### src/rtl/tnn_sort_pkg.sv
`default_nettype none
// ============================================================================
// Module   : tnn_sort_pkg
// Brief    : Shared types and constants for the TNN sorter scheduler.
// Revision : 1.0 - initial release
// ============================================================================
package tnn_sort_pkg;

    localparam int c_n_lanes = 16;

    typedef enum logic [1:0] {
        ST_IDLE = 2'd0,
        ST_PRE  = 2'd1,
        ST_WIN  = 2'd2,
        ST_DONE = 2'd3
    } state_t;

    // All-ones spike time means the line never fires.
    function automatic int unsigned no_spike(input int unsigned tw);
        return (32'd1 << tw) - 32'd1;
    endfunction

endpackage
`default_nettype wire

### src/rtl/tnn_sort_lane_cap.sv
`default_nettype none
// ============================================================================
// Module   : tnn_sort_lane_cap
// Brief    : Per-lane first-fall capture of the sorter output during a window.
// Revision : 1.0 - initial release
// ============================================================================
module tnn_sort_lane_cap
    import tnn_sort_pkg::*;
#(
    parameter int TW = 3
) (
    input  logic          clk,
    input  logic          rst,
    input  logic          i_clear,
    input  logic          i_win,
    input  logic          i_last,
    input  logic          i_sort_bit,
    input  logic [TW-1:0] i_t,
    output logic [TW-1:0] o_time,
    output logic [TW-1:0] o_time_nxt
);

    localparam logic [TW-1:0] c_no_spike = TW'(no_spike(TW));

    logic          r_flag;
    logic          w_flag_nxt;
    logic [TW-1:0] r_time;
    logic [TW-1:0] w_time_nxt;

    always_comb begin
        w_flag_nxt = r_flag;
        w_time_nxt = r_time;
        if (i_clear) begin
            w_flag_nxt = 1'b0;
            w_time_nxt = '0;
        end else if (i_win && !r_flag) begin
            if (!i_sort_bit) begin
                w_flag_nxt = 1'b1;
                w_time_nxt = i_t;
            end else if (i_last) begin
                // Lane never fell inside the window.
                w_time_nxt = c_no_spike;
            end
        end
    end

    always_ff @(posedge clk) begin
        if (rst) begin
            r_flag <= 1'b0;
            r_time <= '0;
        end else begin
            r_flag <= w_flag_nxt;
            r_time <= w_time_nxt;
        end
    end

    assign o_time     = r_time;
    assign o_time_nxt = w_time_nxt;

endmodule
`default_nettype wire

### src/rtl/tnn_sort_sched.sv
`default_nettype none
// ============================================================================
// Module   : tnn_sort_sched
// Brief    : Drives a 16-input spike sorter through precharge and a time
//            window, capturing the fall time of each sorted output lane.
//            Optional sortedness check: define TNN_SORT_SCHED_CHECK_EN.
// Revision : 1.0 - initial release
// ============================================================================
module tnn_sort_sched
    import tnn_sort_pkg::*;
#(
    parameter int TW      = 3,
    parameter int PRE_CYC = 2
) (
    input  logic                        clk,
    input  logic                        rst,
    input  logic                        in_valid,
    output logic                        in_ready,
    input  logic [c_n_lanes*TW-1:0]     in_times,
    output logic [15:0]                 sort_raw_in,
    input  logic [15:0]                 sort_out,
    output logic                        out_valid,
    input  logic                        out_ready,
    output logic [c_n_lanes*TW-1:0]     out_times,
    output logic                        err
);

    localparam logic [TW-1:0] c_no_spike = TW'(no_spike(TW));
    localparam logic [3:0]    c_pre_last = 4'(PRE_CYC - 1);

    state_t                    r_state;
    state_t                    w_state_nxt;
    logic [3:0]                r_pre_cnt;
    logic [TW-1:0]             r_t;
    logic [TW-1:0]             w_t_nxt;
    logic [c_n_lanes*TW-1:0]   r_times;
    logic [15:0]               r_raw;
    logic [15:0]               w_raw_nxt;
    logic [c_n_lanes*TW-1:0]   w_cap_nxt;
    logic                      w_accept;
    logic                      w_win;
    logic                      w_win_last;

    assign w_accept   = (r_state == ST_IDLE) && in_valid;
    assign w_win      = (r_state == ST_WIN);
    assign w_win_last = w_win && (r_t == c_no_spike);

    always_comb begin
        w_state_nxt = r_state;
        w_t_nxt     = '0;
        w_raw_nxt   = 16'hFFFF;
        case (r_state)
            ST_IDLE: if (in_valid)                   w_state_nxt = ST_PRE;
            ST_PRE:  if (r_pre_cnt == c_pre_last)    w_state_nxt = ST_WIN;
            ST_WIN:  if (w_win_last)                 w_state_nxt = ST_DONE;
            ST_DONE: if (out_ready)                  w_state_nxt = ST_IDLE;
            default:                                 w_state_nxt = ST_IDLE;
        endcase
        if (w_win && !w_win_last)
            w_t_nxt = r_t + 1'b1;
        // Drive register is loaded for the step about to start, so the sorter
        // sees step t's pattern throughout WIN cycle t.
        if (w_state_nxt == ST_WIN) begin
            for (int i = 0; i < c_n_lanes; i++) begin
                if ((r_times[i*TW +: TW] <= w_t_nxt) && (r_times[i*TW +: TW] != c_no_spike))
                    w_raw_nxt[i] = 1'b0;
            end
        end
    end

    always_ff @(posedge clk) begin
        if (rst) begin
            r_state   <= ST_IDLE;
            r_pre_cnt <= '0;
            r_t       <= '0;
            r_times   <= '0;
            r_raw     <= 16'hFFFF;
        end else begin
            r_state   <= w_state_nxt;
            r_t       <= w_t_nxt;
            r_raw     <= w_raw_nxt;
            r_pre_cnt <= (r_state == ST_PRE) ? r_pre_cnt + 4'd1 : 4'd0;
            if (w_accept)
                r_times <= in_times;
        end
    end

    generate
        for (genvar j = 0; j < c_n_lanes; j++) begin : g_lane
            tnn_sort_lane_cap #(
                .TW (TW)
            ) u_cap (
                .clk        (clk),
                .rst        (rst),
                .i_clear    (w_accept),
                .i_win      (w_win),
                .i_last     (w_win_last),
                .i_sort_bit (sort_out[j]),
                .i_t        (r_t),
                .o_time     (out_times[j*TW +: TW]),
                .o_time_nxt (w_cap_nxt[j*TW +: TW])
            );
        end
    endgenerate

`ifdef TNN_SORT_SCHED_CHECK_EN
    logic r_err;
    logic w_viol;

    // Lane 15 holds the earliest time, so times must not grow toward lane 15.
    always_comb begin
        w_viol = 1'b0;
        for (int j = 0; j < c_n_lanes - 1; j++) begin
            if (w_cap_nxt[(j+1)*TW +: TW] > w_cap_nxt[j*TW +: TW])
                w_viol = 1'b1;
        end
    end

    always_ff @(posedge clk) begin
        if (rst)
            r_err <= 1'b0;
        else if (w_win_last && w_viol)
            r_err <= 1'b1;
    end

    assign err = r_err;
`else
    logic w_unused_cap;
    assign w_unused_cap = ^w_cap_nxt;
    assign err          = 1'b0;
`endif

    assign in_ready    = (r_state == ST_IDLE);
    assign out_valid   = (r_state == ST_DONE);
    assign sort_raw_in = r_raw;

endmodule
`default_nettype wire

### config.mk
export PLATFORM = sky130hd
export DESIGN_NAME = tnn_sort_sched
export DESIGN_NICKNAME = d
export VERILOG_FILES = /design/src/rtl/tnn_sort_pkg.sv /design/src/rtl/tnn_sort_lane_cap.sv /design/src/rtl/tnn_sort_sched.sv
export SDC_FILE = /design/constraint.sdc
export NUM_CORES = 1
export LEC_CHECK = 0
export CAP_MARGIN = 40
export CORE_AREA = 2 2 197 102
export DETAILED_ROUTE_END_ITERATION = 7
export DIE_AREA = 0 0 199 104
export PLACE_DENSITY = 0.62
export SYNTH_ARGS = -nofsm -noshare
export SYNTH_HDL_FRONTEND = slang
export SYNTH_SLANG_ARGS = --single-unit
### constraint.sdc
create_clock -name clk -period 2.9 [get_ports clk]
set_clock_uncertainty 0.15 [all_clocks]
set_input_delay 0.29 -clock clk [delete_from_list [all_inputs] [get_ports clk]]
set_output_delay 0.29 -clock clk [all_outputs]
set_load 0.005 [all_outputs]
==> results.ini, run 1 <==
[route]
avgRoutedWirePerCell_um = 15.9
ant_nets = 0
firstDrtPassIters = 4
route.detailed.drc = 0
drt_iter0_drc = 286
num_vias = 5450
vias_per_cell = 5.06
totalWireLength_um = 17200

[synth]
synth_compound_area_share_pct = 19.8
netlist.area_leader.share_pct = 46.0
synth_nets = 781
ys_warn_count = 0
synth_seq_cells = 137
synth-xor-area-share_pct = 0.294
synth_simple_gate_area_share_pct = 22.6
syn-cell-area_mm2 = 0.00597
synth_top_family_by_area = simple AND/OR/NAND/NOR gates
avgSynthCellArea_um2 = 8.82
yosysUniqueCellTypes = 35
yosysSeqAreaShare_pct = 46.0
synthCells = 677
synth_area_leaders = dfxtp_1, a21oi_1, ha_1
muxShareOfSynthArea_pct = 0
yosysTopAreaCell = dfxtp_1
synth-adder-area-share_pct = 7.55

[sta]
finalHoldViolations = 0
setup_tns_ns = 0
max_freq_ghz = 0.409
setup_viol = 0
slew_violations = 0
slew_headroom_pct = 53.0
period_share_pct = 84.3
fin_crit_ns = 2.45
tightest_slew_ns = 0.695
rsz0062_at_grt = no

[die]
dieArea_mm2 = 0.0207
initial_core_util_pct = 31.3
die_y_um = 104
rows = 36
die_w_um = 199
io-pin-count = 135
core_mm2 = 0.0191

[cells_and_area]
syn2layout_area_growth_pct = 37.1
final_cell_mix = dfxtp_1, clkdlybuf4s50_1, a21oi_1, nand2_1, nor3_1
n_antenna_cell = 0
n_fill_cell = 1843
drive_gt1_share_pct = 6.90
num-nets-final = 903
mostFrequentLayoutCell = dfxtp_1

[critical_path]
crit_slowest_cell = ha_1
critPathTopFamily = adder cells
critPathKind = reg2reg
worstPathRequired_ns = 3.04
slowest_delay_ns = 0.38
worst-r2r-cell-count = 9
path_depth = 9
worst-path-max-fanout = 16
end_kind = flip-flop
startpoint_type = flip-flop
arrival_ns = 2.59
path_buf_inv = 1
worst_path_most_repeated_cell = ha_1
crit_chain = ha_1, ha_1, nor2_1, nand2_1, buf_4, ha_1, a21oi_1, a31oi_1, a221o_1

[pwr]
ir_worst_vdd_mv = 0.353
power_density_mw_per_mm2 = 584
power_w = 0.00478
p_leak_nw = 3.13

[clocking]
cts_tree = yes
numCtsBuffers = 17
clk_pin_slew_ns = 0.06
cts_resized = 0
clock_path_buffers = 2
cts_root_buf = clkbuf_16
hold_buffers = 0
cts_max_level = 4
clk_latency_ns = 0.41
postCtsSetupBuffers = 0
clock-sinks = 137

[global_routing]
grt_max_degree = 69
grt_overflow_total = 0
grt.total_usage_pct = 17.2
grt_pass1_vias = 5229
antenna_found_initial = 0
grt_pass1_wl_um = 28000

[placed_design]
portBuffers = 133
gp_congestion = 0.724
dp_hpwl_um = 11600

[run_status]
outcome = completed

[hold_path]
hold_depth = 3
hold_path_class = in2reg

[flow_run]
max_cap_viol_count = 0

## where the power goes
| group | leakage, nW | internal, W | switching, W |
|---|---|---|---|
| Sequential | 1.11 | 0.00195 | 0.0000533 |
| Clock | 0.285 | 0.00138 | 0.000869 |
| Combinational | 1.73 | 0.000264 | 0.000265 |
| Total | 3.13 | 0.00359 | 0.00119 |
## metal layers
layer | wire length, um | part of all wire (%) | global-route usage (%) | vias to the layer above
met1 | 9060 | 53 | 26.3 | 2531
met3 | 1240 | 7.2 | 5.58 | 10
met5 | 0 | 0 | 0 | -
met4 | 116 | 0.68 | 4.21 | 0
met2 | 6770 | 39 | 22.7 | 146
li1 | - | - | - | 2763
## registers in the layout, summed over array words and instances (netlist names)
signal,flops
g_lane.u_cap.o_time,48
r_times,48
g_lane.u_cap.r_flag,16
sort_raw_in,16
r_pre_cnt,4
r_t,3
r_state,2
## metrics by stage
stage	utilization (%)	cells	cell area [um^2]	setup slack (ns)	hold WS, ns
3_3_place_gp	39.6	1044	7540	0.470	0.312
5_1_grt	43.0	1078	8190	0.323	0.161
4_1_cts	43.0	1078	8190	0.455	0.148
6_report	43.0	1078	8190	0.454	0.159
2_1_floorplan	-	677	5970	0.128	0.276
3_5_place_dp	39.7	1046	7570	0.462	0.314
## cell families after synthesis
| family | Yosys count |
|---|---|
| buf+inv | 49 |
| simple gates | 271 |
| compound gates | 181 |
| xor+xnor | 2 |
| flops | 137 |
| other cells | 1 |
| fa+ha+maj | 36 |
## worst register-to-register path: stages, from the launching register on
cell and delay, ns:
dfxtp_1 0.32, ha_1 0.18, ha_1 0.21, nor2_1 0.20
nand2_1 0.08, buf_4 0.22, ha_1 0.39, a21oi_1 0.17
a31oi_1 0.06, a221o_1 0.36
## synth_stat cells
cell type	count
a21oi_1	105
a221o_1	16
a22oi_1	1
a311o_1	1
a31oi_1	16
a32o_1	16
and2_1	1
and3_1	2
buf_1	3
buf_2	2
buf_4	1
buf_6	4
clkbuf_1	37
conb_1	1
dfxtp_1	137
ha_1	36
inv_1	2
nand2_1	100
nand2b_1	14
nand3_1	17
nand3b_1	1
nor2_1	25
nor2b_1	3
nor3_1	42
nor3b_1	14
nor4_1	40
nor4b_1	1
o211a_1	9
o21a_1	16
o221ai_1	1
or3b_2	1
or4_1	9
or4b_4	1
xnor2_1	1
xor2_1	1
## path summary, 6_finish.rpt
kind,startpoint,to,slack [ns]
setup / recovery,r_t[1],sort_raw_in[8],0.45
hold / removal,rst,g_lane[1].u_cap.r_flag,0.16
setup reg to reg,r_t[1],sort_raw_in[8],0.45
hold reg to reg,r_times[9],r_times[9],0.32
## final cells by class
class	instances	area [um^2]	area share, %
clock buffer	18	439	5.37
multi-input combinational	491	3020	36.9
timing repair buffer	150	1470	17.9
tap	266	333	4.07
inverter	2	7.51	0.0917
sequential	137	2740	33.5
clock inverter	14	173	2.11
Note: power is estimated with default switching activity, not from simulation.
==> inputs of run 2 (changes only) <==
--- a/config.mk
+++ b/config.mk
@@ -9,7 +9,7 @@
 export CORE_AREA = 2 2 197 102
 export DETAILED_ROUTE_END_ITERATION = 7
 export DIE_AREA = 0 0 199 104
-export PLACE_DENSITY = 0.62
+export PLACE_DENSITY = 0.6
 export SYNTH_ARGS = -nofsm -noshare
 export SYNTH_HDL_FRONTEND = slang
 export SYNTH_SLANG_ARGS = --single-unit
==> constraint.sdc (replaced) <==
create_clock -name clk -period 2.46 [get_ports clk]
set_clock_uncertainty 0.15 [all_clocks]
set_input_delay 0.246 -clock clk [delete_from_list [all_inputs] [get_ports clk]]
set_output_delay 0.246 -clock clk [all_outputs]
set_load 0.005 [all_outputs]
==> run 2 against run 1 <==
Compared with the run above: first-iteration DRC count is 1.0% higher; register-to-register slack worse by 0.37 ns; highest routed layer unchanged; cell area is 1.8% higher; power is 24% higher; die area stayed put; core utilization is 0.79 points higher; via count is 1.1% higher.
==> results.ini, run 2 (synthesis gave the netlist of run 1 again) <==
[hold_path]
min_to = r_t[2]
hold_path_class = in2reg
hp-start = rst
hold_depth = 3

[die]
die_w_um = 199
io-pin-count = 135
rows = 36
initial_core_util_pct = 31.3
dieArea_mm2 = 0.0207
die_y_um = 104
core_mm2 = 0.0191

[critical_path]
crit_slowest_cell = ha_1
worst_path_most_repeated_cell = ha_1
rr_startpoint = r_t[0]
reg2reg_slack_ns = 0.08
slowest_delay_ns = 0.39
crit_chain = ha_1, ha_1, nor2_4, nand2_8, ha_1, a21oi_1, a31oi_1, a221o_1
critPathKind = reg2reg
arrival_ns = 2.53
regToRegEndpoint = sort_raw_in[15]
end_kind = flip-flop
worst-path-max-fanout = 16
startpoint_type = flip-flop
worstPathRequired_ns = 2.62
worst-r2r-cell-count = 8

[placed_design]
dp_slack_ns = 0.0988
gp_congestion = 0.770
placed_cells = 1048
portBuffers = 133
dp_hpwl_um = 11800

[route]
route.detailed.drc = 0
num_vias = 5508
vias_per_cell = 5.10
firstDrtPassIters = 4
avgRoutedWirePerCell_um = 16.4
ant_nets = 0
totalWireLength_um = 17700
drt_iter0_drc = 289

[run_status]
outcome = completed

[sta]
fin_crit_ns = 2.38
max_freq_ghz = 0.421
rsz0062_at_grt = yes
tightest_slew_ns = 0.661
slew_headroom_pct = 55.9
slew_violations = 0
period_share_pct = 96.5
setup_slack_ns = 0.0849
finalHoldViolations = 0
worst_hold_slack_ns = 0.0740
setup_viol = 0

[cells_and_area]
drive_gt1_share_pct = 7.49
fin_util_pct = 43.8
final_cell_mix = dfxtp_1, clkdlybuf4s50_1, a21oi_1, nand2_1, nor3_1
mostFrequentLayoutCell = dfxtp_1
syn2layout_area_growth_pct = 39.7
n_antenna_cell = 0
num-nets-final = 906
finalNonFillerCells = 1080

[global_routing]
grt_overflow_total = 0
grt_pass1_vias = 5249
grt.total_usage_pct = 17.3
grt_pass1_wl_um = 28000
grt_max_degree = 69
antenna_found_initial = 0

[pwr]
p_leak_nw = 3.19
ir_worst_vdd_mv = 0.434
power_w = 0.00594
power_density_mw_per_mm2 = 713

[clocking]
cts_root_buf = clkbuf_16
clk_latency_ns = 0.42
cts_max_level = 4
clock_path_buffers = 2
clk_pin_slew_ns = 0.06
clock-sinks = 137
numCtsBuffers = 17
cts_tree = yes

[flow_run]
max_cap_viol_count = 0

run 2: cell count changes in the layout (fill, tap and decap cells not counted), sizes merged:
cell / delta
clkinvlp: -3
clkinv: -1
buf: +3
inv: -1
bufinv: +3
clkbuf: +1
run 2: worst max-delay path by stage:
| stage | start | endpoint | slack [ns] | cells after the start |
|---|---|---|---|---|
| 3_5_place_dp | r_t[0] | sort_raw_in[12] | 0.1 | 8 |
| 6_report | r_t[0] | sort_raw_in[15] | 0.08 | 8 |
| 2_1_floorplan | r_t[1] | sort_raw_in[12] | -0.01 | 9 |
| 3_3_place_gp | r_t[0] | sort_raw_in[14] | 0.18 | 7 |
| 4_1_cts | r_t[0] | sort_raw_in[7] | 0.1 | 8 |
| 5_1_grt | r_t[0] | sort_raw_in[6] | -0.04 | 8 |
run 2: report_power, final:
part / internal (W) / total (W) / switching (W) / leakage (nW)
logic: 0.000323 / 0.000645 / 0.000322 / 1.76
registers: 0.00230 / 0.00237 / 0.0000653 / 1.11
clock network: 0.00192 / 0.00293 / 0.00101 / 0.319
total: 0.00455 / 0.00594 / 0.00139 / 3.19
run 2: repair_timing:
item                       4_1_cts  5_1_grt
buffers inserted                 0        1
setup endpoints to repair        0       10
gates resized for setup          0        2
hold buffers                     0        0
run 2: cell type report:
type | count | area (um^2)
Tap cell | 266 | 333
Sequential cell | 137 | 2740
Timing Repair Buffer | 153 | 1510
Clock inverter | 12 | 223
Multi-Input combinational cell | 491 | 3070
Clock buffer | 19 | 443
Inverter | 2 | 7.51
Fill cell | 1861 | 10700
run 2: critical path, delay by kind of cell, from the launching register on:
kind                     cells  cell delay (ns)
AO/OA/AOI/OAI                3             0.57
adder cells (fa/ha/maj)      3             0.81
flip-flops                   1             0.31
AND/OR/NAND/NOR              2             0.41
run 2: stage by stage:
| step | cell area [um^2] | TNS, ns |
|---|---|---|
| after global placement | 7650 | 0 |
| after floorplan | 6010 | -0.0755 |
| after global routing | 8340 | -0.243 |
| after CTS | 8310 | 0 |
| after detailed placement | 7650 | 0 |
| final | 8340 | 0 |
run 2: routing by layer:
metal	track usage [%]	up-vias	wire length, um
met5	0	-	0
met4	4.05	0	114
met3	4.09	11	1120
met2	23.6	170	6930
met1	26.9	2562	9590
li1	-	2765	-
